`config.mk`:
```
export PLATFORM = sky130hd
export DESIGN_NAME = dct2_2d_sequencer
export DESIGN_NICKNAME = d
export VERILOG_FILES = /design/src/rtl/dct2_2d_sequencer.sv
export SDC_FILE = /design/constraint.sdc
export NUM_CORES = 1
export LEC_CHECK = 0
export ABC_AREA = 1
export BUFFER_PORTS_ARGS = -buffer_cell sky130_fd_sc_hd__buf_2
export CAP_MARGIN = 20
export CORE_ASPECT_RATIO = 0.9
export CORE_UTILIZATION = 35
export CTS_CLUSTER_DIAMETER = 30
export DETAILED_ROUTE_END_ITERATION = 10
export SLEW_MARGIN = 20
export SYNTH_ARGS = -nofsm -noshare
export SYNTH_HDL_FRONTEND = slang
export SYNTH_SLANG_ARGS = --single-unit
```
`constraint.sdc`:
```
create_clock -name clk -period 2.4 [get_ports clk]
set_clock_uncertainty 0.2 [all_clocks]
set_input_delay 0.48 -clock clk [delete_from_list [all_inputs] [get_ports clk]]
set_output_delay 0.48 -clock clk [all_outputs]
set_load 0.05 [all_outputs]
```
`src/rtl/dct2_2d_sequencer.sv`:
```
// dct2_2d_sequencer: vertical pass, drain, horizontal pass and drain for one WxH block; write side is a LAT-deep delay of the read side.
// Optional macro DCT2_2D_SEQ_OVERLAP_EN lets the next block start on the last HPASS cycle or during HDRAIN.
`default_nettype none

module dct2_2d_sequencer #(
  parameter int SIZE_BITS = 2,
  parameter int LAT       = 3,
  localparam int IDX_W    = 2 + 2**SIZE_BITS - 1
) (
  input  logic                 clk,
  input  logic                 reset,
  input  logic                 start,
  input  logic [SIZE_BITS-1:0] size_w,
  input  logic [SIZE_BITS-1:0] size_h,
  output logic                 ready,
  output logic                 enable,
  output logic                 read,
  output logic                 direction,
  output logic [SIZE_BITS-1:0] n_rd,
  output logic [IDX_W-1:0]     idx_rd,
  output logic                 write,
  output logic                 dir_wr,
  output logic [SIZE_BITS-1:0] n_wr,
  output logic [IDX_W-1:0]     idx_wr,
  output logic                 done
);

  typedef enum logic [2:0] {
    IDLE   = 3'd0,
    VPASS  = 3'd1,
    VDRAIN = 3'd2,
    HPASS  = 3'd3,
    HDRAIN = 3'd4
  } state_t;

  localparam int CW = $clog2(LAT) + 1;
  localparam int EW = 3 + SIZE_BITS + IDX_W;

  state_t               state;
  logic [SIZE_BITS-1:0] code_w, code_h;
  logic [CW-1:0]        drain_cnt;
  logic [IDX_W-1:0]     w_last, h_last;
  logic                 accept, last_h, drain_end, any_valid;
  logic [EW-1:0]        line_in;
  logic [EW-1:0]        line [LAT];

  // 4<<code - 1, computed modulo 2**IDX_W so the 32-point case yields 31.
  assign w_last    = (IDX_W'(4) << code_w) - IDX_W'(1);
  assign h_last    = (IDX_W'(4) << code_h) - IDX_W'(1);
  assign drain_end = (drain_cnt == CW'(LAT - 1));
  assign last_h    = (state == HPASS) && (idx_rd == h_last);

`ifdef DCT2_2D_SEQ_OVERLAP_EN
  assign ready = (state == IDLE) || (state == HDRAIN) || last_h;
`else
  assign ready = (state == IDLE);
`endif

  assign accept = start & ready;

  always_ff @(posedge clk) begin
    if (reset) begin
      state     <= IDLE;
      read      <= 1'b0;
      direction <= 1'b0;
      n_rd      <= '0;
      idx_rd    <= '0;
      code_w    <= '0;
      code_h    <= '0;
      drain_cnt <= '0;
    end else if (accept) begin
      state     <= VPASS;
      read      <= 1'b1;
      direction <= 1'b1;
      n_rd      <= size_h;
      idx_rd    <= '0;
      code_w    <= size_w;
      code_h    <= size_h;
    end else begin
      case (state)
        VPASS: begin
          if (idx_rd == w_last) begin
            state     <= VDRAIN;
            read      <= 1'b0;
            drain_cnt <= '0;
          end else begin
            idx_rd <= idx_rd + IDX_W'(1);
          end
        end
        VDRAIN: begin
          if (drain_end) begin
            state     <= HPASS;
            read      <= 1'b1;
            direction <= 1'b0;
            n_rd      <= code_w;
            idx_rd    <= '0;
          end else begin
            drain_cnt <= drain_cnt + CW'(1);
          end
        end
        HPASS: begin
          if (idx_rd == h_last) begin
            state     <= HDRAIN;
            read      <= 1'b0;
            drain_cnt <= '0;
          end else begin
            idx_rd <= idx_rd + IDX_W'(1);
          end
        end
        HDRAIN: begin
          if (drain_end) state <= IDLE;
          else           drain_cnt <= drain_cnt + CW'(1);
        end
        default: state <= IDLE;
      endcase
    end
  end

  // Write side: read-side fields delayed by exactly LAT cycles.
  assign line_in = {read, direction, n_rd, idx_rd, last_h};

  always_ff @(posedge clk) begin
    if (reset) begin
      for (int i = 0; i < LAT; i++) line[i] <= '0;
    end else begin
      line[0] <= line_in;
      for (int i = 1; i < LAT; i++) line[i] <= line[i-1];
    end
  end

  assign {write, dir_wr, n_wr, idx_wr, done} = line[LAT-1];

  always_comb begin
    any_valid = 1'b0;
    for (int i = 0; i < LAT; i++) any_valid = any_valid | line[i][EW-1];
  end

  assign enable = (state != IDLE) || any_valid;

endmodule

`default_nettype wire

```
Word-level counts from Yosys, hierarchy flattened:

Memory sizes are Yosys's and may differ from the RTL's.
Cells that the tools add are included.

* bits in writable memories: 30
* memory bits (read-only): 0
* latch bits: 0
* memories kept: 1
* bits in registers: 19
* output and inout port bits: 21

* reductions and logical operators: 17
* multipliers: 0
* muxes and demuxes: 31
* divide/modulo/power cells: 0
* shift-type cells: 2
* equal/unequal tests: 18
* bitwise operators: 7
* $add $sub $neg: 4
* magnitude comparators: 0

Memory list
* line: depth 3, bits a word 10, rd ports 3, clocked after memory_dff 0, wr ports 3, line 45 `logic [EW-1:0] line [LAT];`

Operators with widths (count)
* two-way mux 10 bit: 3
* two-way mux 3 bit: 7
* AND reduction 4 bit: 4
* two-way mux 5 bit: 3
* case mux 5 bit (3 select lines): 1
* inequality test 2 bit, second input constant: 6
* case mux 3 bit (4 select lines): 1
* two-way mux 1 bit: 11
* equality test 5 bit: 2
* << shifter 3 x 2 -> 5 bit, first input constant: 2
* subtractor 5 x 2 -> 5 bit, second input constant: 2
* equality test 3 x 2 -> 1 bit, second input constant: 3
* inequality test 3 bit, second input constant: 3
* case mux 3 bit (3 select lines): 1
* nonzero test 3 bit: 3
* two-way mux 2 bit: 3
* adder 5 x 1 -> 5 bit, second input constant: 1
* bitwise OR 1 bit: 5
* AND reduction 5 bit: 1
* nonzero test 2 bit: 2
* nonzero test 4 bit: 1
* OR reduction 2 bit: 2
* adder 3 x 1 -> 3 bit, second input constant: 1
* equality test 3 x 1 -> 1 bit, second input constant: 1
* 10 further kinds: 10

Logic depth before layout (Yosys ltp):

Gate-level depths: netlist (run 1).

* depth in word-level cells: 6
* gate-level depth with buffers: 11

Worst setup path before layout (run 1):

No wires, ideal clock.

* path type: register to register
* start point: register idx_rd[0]
* end point: register drain_cnt[1]
* setup slack: 0.346 ns
* data arrival time: 1.729 ns
* cell stages (with the launch flop): 9
* buffers on the path: 0
* period minus slack after synthesis: 2.054 ns
* cell sequence: dfxtp_1 > ha_1 > nand2_1 > nor2_2 > nand3_1 > a21oi_4 > nand3_1 > nand2_1 > nor2_2

* cells in the longest elaborated chain, start to end: 3
* elaborated cells on any way between the ends: 5
* those cells by class: eq/ne: 4; reduce/logical: 1

Ends and longest elaborated chain
* from (decl): line 20 `output logic [IDX_W-1:0] idx_rd,`
* from (signal assigned): line 87 `idx_rd <= idx_rd + IDX_W'(1);`
* from (signal assigned): line 107 `idx_rd <= idx_rd + IDX_W'(1);`
* equality test 5 bit (on tied branches): line 82, 102
* inequality test 2 bit (no line) / inequality test 2 x 1 -> 1 bit (equally long branches)
* AND reduction 5 bit (no line) (*)
* to (signal assigned): line 98 `drain_cnt <= drain_cnt + CW'(1);`
* to (signal assigned): line 112 `else drain_cnt <= drain_cnt + CW'(1);`
* to (decl): line 41 `logic [CW-1:0] drain_cnt;`

Every way passes the cells marked *; elsewhere a longest branch is shown, timed or not.
A chain may end at the register's enable or synchronous reset.

Final worst setup path (run 1):

* start point: register state[1]
* end point: output ready

* cells in the longest elaborated chain, start to end: 1

Ends and longest elaborated chain
* from (decl): line 39 `state_t state;`
* from (signal assigned): line 63 `state <= IDLE;`
* from (signal assigned): line 72 `state <= VPASS;`
* from (signal assigned): line 83 `state <= VDRAIN;`
* zero test 3 bit: line 56 `assign ready = (state == IDLE);`
* to (decl): line 15 `output logic ready,`

No other way between the ends.

==> flow_summary.json, run 1 <==
{
  "yosys_warnings": 0,
  "grt_use_total": 0.130,
  "slew_headroom": 0.748,
  "die_width_um": 82.6,
  "fin_util": 0.409,
  "irDropWorstVdd_mv": 0.353,
  "place.gp.congestion": 0.880,
  "viasPerCell": 4.30,
  "synth_nets": 268,
  "rsz0062_at_grt": "no",
  "netlist.area_leader.share": 0.480,
  "grt.overflow.total": 0,
  "timing.final.ws_setup_ns": 0.297,
  "drt-pass1-iter-count": 4,
  "max_freq_mhz": 476,
  "grt_pass1_vias": 1269,
  "syn_area_per_cell_um2": 7.92,
  "clock_sinks": 49,
  "final_hold_viol_count": 0,
  "slew_viol_final": 0,
  "fin_cells": 352,
  "antenna_found_initial": 0,
  "hold_slack_ns": 0.203,
  "seq_area_frac_synth": 0.480,
  "dieArea_um2": 6150,
  "fill_cells": 608,
  "hold_depth": 2,
  "hp-class": "reg2reg",
  "worst_slew_pin_slew_ns": 0.378,
  "yosys-top-cells-area": "dfxtp_1 (48%), nand2_1 (7.7%), nor2_1 (7.3%)",
  "place_ws_ns": 0.583,
  "crit_type": "reg2out",
  "path_max_fanout": 4,
  "coreArea_um2": 5660,
  "first_iter_violations": 56,
  "netlist_instances": 258,
  "die-height_um": 74.5,
  "grt_pass1_wl_um": 5980,
  "fin_crit_ns": 2.10,
  "postPlaceCellArea_um2": 2200,
  "antenna_cells": 0,
  "clk-insertion-delay-late_ns": 0.30,
  "syn2layout_area_growth_pct": 13.2,
  "ctsHtreeMaxLevel": 2,
  "status": "complete, no violations",
  "final_cell_area_um2": 2310,
  "mappedNetlistArea_um2": 2040,
  "ios": 28,
  "post-dp-hpwl_um": 2560,
  "rrSetupSlack_ns": 0.56,
  "holdBufCountCts": 0,
  "vias": 1515,
  "cap_violations": 0,
  "crit_required_ns": 1.72,
  "drive_above_1_share": 0.227,
  "finalCritPeriodShare": 0.876,
  "ant_nets": 0,
  "synth_seq_cells": 49,
  "leakage_nw": 1.01,
  "initial_utilization": 0.361,
  "cts_buffers": 5,
  "drc": 0,
  "cts_buffer_depth": 2,
  "dpl.cell_count": 344,
  "nNetsFinal": 291,
  "synth_cell_types": 30,
  "cts-resized-gates": 0,
  "reg2reg_to": "drain_cnt[1]$_SDFFE_PP0P_",
  "startpoint_type": "flip-flop",
  "cp-end-kind": "primary output",
  "grt_start_max_net_pins": 38,
  "rows": 26,
  "cts_tree": "yes",
  "hold-path-endpoint": "line[0][21]$_SDFF_PP0_",
  "cellPowerDensity_nw_per_um2": 868,
  "r2r_cells": 9,
  "cts_root_buf": "clkbuf_8",
  "hp-start": "line[0][11]$_SDFF_PP0_",
  "power_mw": 2.01,
  "crit_arrival_ns": 1.42,
  "fin_tns_setup_ns": 0,
  "setup_viol": 0,
  "yosysTopAreaCell": "dfxtp_1",
  "wl_um": 3540,
  "wl_per_cell_um": 10.1,
  "post_cts_buffers": 0,
  "r2r_start": "idx_rd[0]$_SDFFE_PP0P_",
  "io_buffers": 27,
  "path_clk_slew_ns": 0.09
}
-- cell usage after synthesis --
master	instances
a31oi_1	2
nand3_1	11
o21ai_1	3
a21oi_4	1
nor3_4	1
nor2_4	2
inv_1	39
nand4_1	6
clkbuf_1	4
nand2_1	42
nand3_2	1
nor3_2	1
nor3_1	2
nor2_1	40
o21ai_2	1
nand2_4	1
o21ai_0	2
ha_1	3
xnor2_1	2
inv_2	8
nand3_4	3
a21oi_1	13
buf_2	1
xor2_1	1
nand2_2	3
buf_4	7
o22ai_1	3
dfxtp_1	49
nand4_4	1
nor2_2	5
-- state kept, by name (all words and copies together), names as in the netlist --
register	count
code_h	2
code_w	2
direction	1
drain_cnt	3
idx_rd	5
line	30
n_rd	2
read	1
state	3
-- kinds of logic after synthesis --
kind of cell	synth area share
AND/OR/NAND/NOR	0.296
AO/OA/AOI/OAI	0.0716
adder cells (fa/ha/maj)	0.0184
flip-flops	0.480
buffers and inverters	0.122
XOR/XNOR	0.0129
-- cells in the final DEF (no fill, tap or decap), types with 3 or more instances in the layout --
master and n:
nand2_2 3, nand3_4 3, a21oi_1 13, nand2_1 42, clkbuf_8 5, buf_2 27
dfxtp_1 49, o22ai_1 3, nand3_1 11, nor2_1 40, inv_2 8, nand4_1 6
nor2_2 5, inv_1 39, o21ai_1 3, ha_1 3
-- power by group --
part | switching, mW | internal (mW) | leakage, nW
clock | 0.277 | 0.312 | 0.0585
combinational | 0.360 | 0.141 | 0.553
sequential | 0.0456 | 0.873 | 0.398
total | 0.683 | 1.33 | 1.01
-- layout make-up --
| type | instances | area, µm² | share of cell area |
|---|---|---|---|
| inverters | 47 | 176 | 0.0762 |
| clock buffers | 5 | 68.8 | 0.0297 |
| repair buffers | 28 | 143 | 0.0616 |
| well taps | 70 | 87.6 | 0.0378 |
| multi-input cells | 150 | 815 | 0.352 |
| flip-flops and latches | 49 | 981 | 0.424 |
| clock inverters | 3 | 43.8 | 0.0189 |
-- worst max-delay path by stage --
stage	depth (start not counted)	start	to	slack, ns
floorplan	8	idx_rd[0]$_SDFFE_PP0P_	drain_cnt[1]$_SDFFE_PP0P_	0.35
global route	4	state[1]$_SDFFE_PP0P_	ready	0.19
CTS	4	state[1]$_SDFFE_PP0P_	ready	0.28
detailed placement	8	idx_rd[0]$_SDFFE_PP0P_	drain_cnt[1]$_SDFFE_PP0P_	0.58
finish	4	state[1]$_SDFFE_PP0P_	ready	0.30
global placement	4	state[1]$_SDFFE_PP0P_	ready	0.62
-- critical path, stage by stage, from the launching register on --
cell,delay (ns)
dfxtp_1,0.38
nor2_2,0.27
nand2_1,0.10
inv_2,0.10
buf_2,0.27
-- metal layers --
metal | global-route usage | vias to the layer above | part of all wire
li1 | - | 840 | -
met1 | 0.182 | 641 | 0.52
met2 | 0.195 | 32 | 0.43
met3 | 0.0344 | 2 | 0.048
met4 | 0.0383 | 0 | 0.0076
met5 | 0 | - | 0
No activity file was read; power rests on OpenSTA's default activity.
==> inputs of run 2 (changes only) <==
--- a/config.mk
+++ b/config.mk
@@ -6,12 +6,12 @@
 export NUM_CORES = 1
 export LEC_CHECK = 0
 export ABC_AREA = 1
-export BUFFER_PORTS_ARGS = -buffer_cell sky130_fd_sc_hd__buf_2
 export CAP_MARGIN = 20
 export CORE_ASPECT_RATIO = 0.9
 export CORE_UTILIZATION = 35
 export CTS_CLUSTER_DIAMETER = 30
 export DETAILED_ROUTE_END_ITERATION = 10
+export DONT_BUFFER_PORTS = 1
 export SLEW_MARGIN = 20
 export SYNTH_ARGS = -nofsm -noshare
 export SYNTH_HDL_FRONTEND = slang
==> run 2 against run 1 <==
Flip-flop and latch count unchanged. Sequential power rose by 5.1%. Global-route usage increased by 0.65 points. Design area is 5.0% lower. Final cell count shrank 6.0%. Fmax decreased by 0.29%. Sequential share of layout area is 2.2 points higher. Register-to-register slack gained 0.05 ns. Critical path depth unchanged. Critical endpoint is now enable. Worst setup slack lost 0.0062 ns. Critical path type unchanged.
==> flow_summary.json, run 2 (synthesis results as in run 1) <==
{
  "status": "complete, no violations",
  "wl_met3_um": 182,
  "cts_root_buf": "clkbuf_8",
  "post_cts_buffers": 0,
  "nNetsFinal": 270,
  "place_ws_ns": 0.586,
  "clk-insertion-delay-late_ns": 0.30,
  "viasPerCell": 4.44,
  "cp_slowest_cell": "dfxtp_1",
  "finalCritPeriodShare": 0.879,
  "cts_buffers": 5,
  "grt_pass1_wl_um": 6190,
  "drive_above_1_share": 0.161,
  "max_freq_mhz": 474,
  "die-height_um": 74.5,
  "drc": 0,
  "cp-end-kind": "primary output",
  "worst_slew_pin_slew_ns": 0.558,
  "wl_per_cell_um": 10.7,
  "io_buffers": 0,
  "ios": 28,
  "cp.buffers_inverters": 1,
  "multi_input_area_um2": 815,
  "rsz0062_at_grt": "no",
  "fill_cells": 589,
  "setup_viol": 0,
  "vias": 1468,
  "grt_start_max_net_pins": 39,
  "crit_family": "simple AND/OR/NAND/NOR gates",
  "first_iter_violations": 49,
  "antenna_cells": 0,
  "leakage_nw": 0.895,
  "hold_slack_ns": 0.0450,
  "initial_utilization": 0.361,
  "wl_met2_um": 1600,
  "grt_use_total": 0.136,
  "dieArea_um2": 6150,
  "cap_violations": 0,
  "slew_viol_final": 0,
  "fin_crit_ns": 2.11,
  "place.gp.congestion": 0.840,
  "slew_headroom": 0.628,
  "startpoint_type": "flip-flop",
  "grt_pass1_vias": 1410,
  "path_clk_slew_ns": 0.08,
  "highest_layer": "met4",
  "rows": 26,
  "holdBufCountCts": 0,
  "drt-pass1-iter-count": 4,
  "cts-resized-gates": 0,
  "mostFrequentLayoutCells": "dfxtp_1 (49), nand2_1 (42), nor2_1 (40)",
  "crit_required_ns": 1.72,
  "post-dp-hpwl_um": 2590,
  "die_width_um": 82.6,
  "final_cell_area_um2": 2200,
  "crit_top_cell": "nand2_1",
  "cts_tree": "yes",
  "crit_type": "reg2out",
  "clock_sinks": 49,
  "antenna_found_initial": 0,
  "reg.largest.list": "line x30, idx_rd x5",
  "top_register": "line",
  "path_max_fanout": 4,
  "layout_commonest_cell": "dfxtp_1",
  "crit_arrival_ns": 1.43,
  "wl_um": 3550,
  "seqCellArea_um2": 981,
  "cts_buffer_depth": 2,
  "syn2layout_area_growth_pct": 7.53,
  "ctsHtreeMaxLevel": 2,
  "cpPeakStageDelay_ns": 0.37,
  "fin_tns_setup_ns": 0,
  "grt.overflow.total": 0,
  "timing.final.ws_setup_ns": 0.291,
  "postPlaceCellArea_um2": 2110,
  "coreArea_um2": 5660,
  "hp-class": "in2reg",
  "m1WireLength_um": 1700,
  "path_cells": "nor2_2 > nand2_1 > inv_2 > nand2_1",
  "ant_nets": 0,
  "largest_register_ffs": 30,
  "irDropWorstVdd_mv": 0.395,
  "final_hold_viol_count": 0,
  "cellPowerDensity_nw_per_um2": 852
}
-- run 2: final timing paths --
| check | slack, ns | start | to | cells past startpoint |
|---|---|---|---|---|
| worst min-delay path | 0.05 | reset | line[0][7]$_SDFF_PP0_ | 1 |
| worst max register to register | 0.61 | idx_rd[1]$_SDFFE_PP0P_ | state[1]$_SDFFE_PP0P_ | 8 |
| worst min register to register | 0.20 | line[0][0]$_SDFF_PP0_ | line[0][10]$_SDFF_PP0_ | 2 |
| worst max-delay path | 0.29 | state[1]$_SDFFE_PP0P_ | enable | 4 |
-- run 2: area by class of cell --
type | count | share of cell area
flip-flops and latches | 49 | 0.446
multi-input cells | 150 | 0.371
well taps | 70 | 0.0398
clock buffers | 6 | 0.0330
clock inverters | 2 | 0.00626
repair buffers | 7 | 0.0239
inverters | 47 | 0.0803
-- run 2: stage by stage --
step	instances	power, mW	util
detailed placement	323	1.42	0.373
global placement	323	1.41	0.373
floorplan	258	1.34	-
finish	331	1.87	0.388
CTS	331	1.90	0.388
global route	331	1.99	0.388
-- run 2: per-layer routing --
layer | up-vias | GRT usage
met5 | - | 0
met4 | 0 | 0.0709
met3 | 9 | 0.0429
met2 | 34 | 0.217
met1 | 628 | 0.165
li1 | 797 | -
-- run 2: report_power, final --
group          leakage (nW)  internal (mW)  switching [mW]
combinational         0.452          0.132           0.301
sequential            0.398          0.873          0.0935
clock                0.0456          0.208           0.267
total                 0.895           1.21           0.662
==> inputs of run 3 (changes only) <==
--- a/config.mk
+++ b/config.mk
@@ -5,7 +5,6 @@
 export SDC_FILE = /design/constraint.sdc
 export NUM_CORES = 1
 export LEC_CHECK = 0
-export ABC_AREA = 1
 export CAP_MARGIN = 20
 export CORE_ASPECT_RATIO = 0.9
 export CORE_UTILIZATION = 35
==> run 3 against run 2 <==
Total power decreased by 12%. Non-clock buffer count up 2. First-iteration DRC count up 43%. Final cell count decreased by 16%. Design area grew 0.63%. Core utilization grew 0.24 points. Via count decreased by 8.8%. Combinational power shrank 63%. Sequential share of layout area decreased by 0.28 points. Die area increased by 0.30%. Critical path depth rose by 2.
==> flow_summary.json, run 3 <==
{
  "yosysTopAreaCell": "dfxtp_1",
  "io_buffers": 0,
  "post_cts_buffers": 0,
  "cap_violations": 0,
  "wl_um": 3440,
  "synthTopCellsByCount": "dfxtp_1 (49), nor2b_1 (30), nand2_1 (25)",
  "grt.overflow.total": 0,
  "cts_root_buf": "clkbuf_8",
  "holdBufCountCts": 0,
  "setup_viol": 0,
  "yosys-top-cells-area": "dfxtp_1 (48%), nor2b_1 (9.2%), nand2_1 (4.6%)",
  "die-height_um": 74.6,
  "first_iter_violations": 70,
  "antenna_cells": 0,
  "place.gp.congestion": 0.898,
  "cts_tree": "yes",
  "synth-async-reset-ratio": 0,
  "slew_headroom": 0.594,
  "crit_type": "reg2reg",
  "hold_slack_ns": 0.0322,
  "max_freq_mhz": 479,
  "viasPerCell": 4.80,
  "vias": 1339,
  "cts-resized-gates": 0,
  "cts_buffer_depth": 2,
  "grt_start_max_net_pins": 42,
  "drt-pass1-iter-count": 4,
  "cellPowerDensity_nw_per_um2": 744,
  "reg.largest.list": "line x30, idx_rd x5",
  "synthFlopType": "dfxtp_1",
  "coreArea_um2": 5660,
  "finalCritPeriodShare": 0.869,
  "largest_register_ffs": 30,
  "slew_viol_final": 0,
  "netlist.area_leader.share": 0.478,
  "irDropWorstVdd_mv": 0.349,
  "hp-class": "in2reg",
  "top_register": "line",
  "dieArea_um2": 6170,
  "grt_pass1_vias": 1218,
  "fin_crit_ns": 2.09,
  "mostFrequentLayoutCells": "dfxtp_1 (49), nor2b_1 (30), nand2_1 (25)",
  "leakage_nw": 0.829,
  "power_mw": 1.65,
  "clock_sinks": 49,
  "drive_above_1_share": 0.148,
  "ctsHtreeMaxLevel": 2,
  "fin_tns_setup_ns": 0,
  "antenna_found_initial": 0,
  "synth_nets": 220,
  "rsz0062_at_grt": "no",
  "wl_per_cell_um": 12.3,
  "fill_cells": 572,
  "ant_nets": 0,
  "synth_cell_types": 43,
  "syn2layout_area_growth_pct": 7.87,
  "path_cells": "xor2_1 > a2bb2oi_2 > nand4_2 > a211oi_2 > xnor2_1 > nor2_1",
  "layout_commonest_cell": "dfxtp_1",
  "status": "complete, no violations",
  "mappedNetlistArea_um2": 2050,
  "path_clk_slew_ns": 0.09,
  "path_max_fanout": 8,
  "startpoint_type": "flip-flop",
  "synth_most_common_cell": "dfxtp_1",
  "seq_area_frac_synth": 0.478,
  "cp-end-kind": "flip-flop",
  "hp-start": "reset",
  "cpPeakStageDelay_ns": 0.64,
  "crit_arrival_ns": 2.09,
  "synth_seq_cells": 49,
  "grt_pass1_wl_um": 5870,
  "nNetsFinal": 218,
  "initial_utilization": 0.362,
  "die_width_um": 82.7,
  "post-dp-hpwl_um": 2380,
  "final_hold_viol_count": 0,
  "worst_slew_pin_slew_ns": 0.608,
  "cts_buffers": 5,
  "cp_slowest_cell": "dfxtp_1",
  "r2r_start": "idx_rd[4]$_SDFFE_PP0P_",
  "ios": 28,
  "yosys_warnings": 0,
  "grt_use_total": 0.131,
  "drc": 0,
  "synth_edf_count": 0,
  "crit_start": "idx_rd[4]$_SDFFE_PP0P_",
  "syn_area_per_cell_um2": 9.77,
  "clk-insertion-delay-late_ns": 0.30,
  "netlist_instances": 210,
  "crit_required_ns": 2.40,
  "rows": 26
}
run 3: cell count changes in the layout (fill, tap and decap cells not counted), sizes merged, moves of 3 or more:
cell	change
a211oi	+3
a21boi	+3
inv	-44
nand2	-21
nand3	-10
nand4	-5
nor2	-29
nor2b	+30
o21ai	-3
o22ai	-3
xnor2	+3
run 3: final timing paths:
path	end	slack (ns)	depth (start not counted)
worst min register to register	line[0][24]$_SDFF_PP0_	0.24	1
worst max-delay path	idx_rd[3]$_SDFFE_PP0P_	0.31	6
worst max register to register	idx_rd[3]$_SDFFE_PP0P_	0.31	6
worst min-delay path	line[0][20]$_SDFF_PP0_	0.03	1
run 3: critical path: cells and delay by family, from the launching register on:
family          cells  cell delay [ns]
simple gates        2             0.27
xor+xnor            2             0.37
flops               1             0.64
compound gates      2             0.51
run 3: logic make-up (layout without fill, tap and decap cells):
group | Yosys count | after routing | share of synthesized area
AND/OR/NAND/NOR | 89 | 89 | 0.237
flip-flops | 49 | 49 | 0.478
AO/OA/AOI/OAI | 36 | 36 | 0.149
buffers and inverters | 22 | 21 | 0.0641
XOR/XNOR | 8 | 8 | 0.0378
adder cells (fa/ha/maj) | 3 | 3 | 0.0183
multiplexers | 3 | 3 | 0.0153
run 3: area by class of cell:
cell class | count | area [µm²] | area share
clock buffer | 6 | 72.6 | 0.0328
clock inverter | 2 | 38.8 | 0.0175
inverter | 4 | 15.0 | 0.00679
multi-input combinational | 139 | 950 | 0.429
sequential | 49 | 981 | 0.443
tap | 70 | 87.6 | 0.0396
timing repair buffer | 9 | 67.6 | 0.0305
run 3: per-stage QoR:
step                       util  cell area (µm²)  std cells  setup slack, ns
after global placement    0.371             2100        271            0.375
after detailed placement  0.371             2100        271            0.332
after global routing      0.391             2210        279            0.171
final                     0.391             2210        279            0.313
after floorplan               -             2060        210            0.260
after CTS                 0.391             2210        279            0.307
run 3: power by group:
| group | total [mW] | leakage, nW | internal, mW | switching [mW] |
|---|---|---|---|---|
| Combinational | 0.160 | 0.375 | 0.0615 | 0.0981 |
| Sequential | 0.893 | 0.398 | 0.839 | 0.0534 |
| Clock | 0.593 | 0.0554 | 0.313 | 0.280 |
run 3: routing by layer:
metal  vias to the layer above  wire [µm]  GRT usage
met1                       602       1700      0.172
li1                        693          -          -
met2                        37       1470      0.186
met3                         7        210     0.0558
met4                         0         65     0.0575
met5                         -          0          0
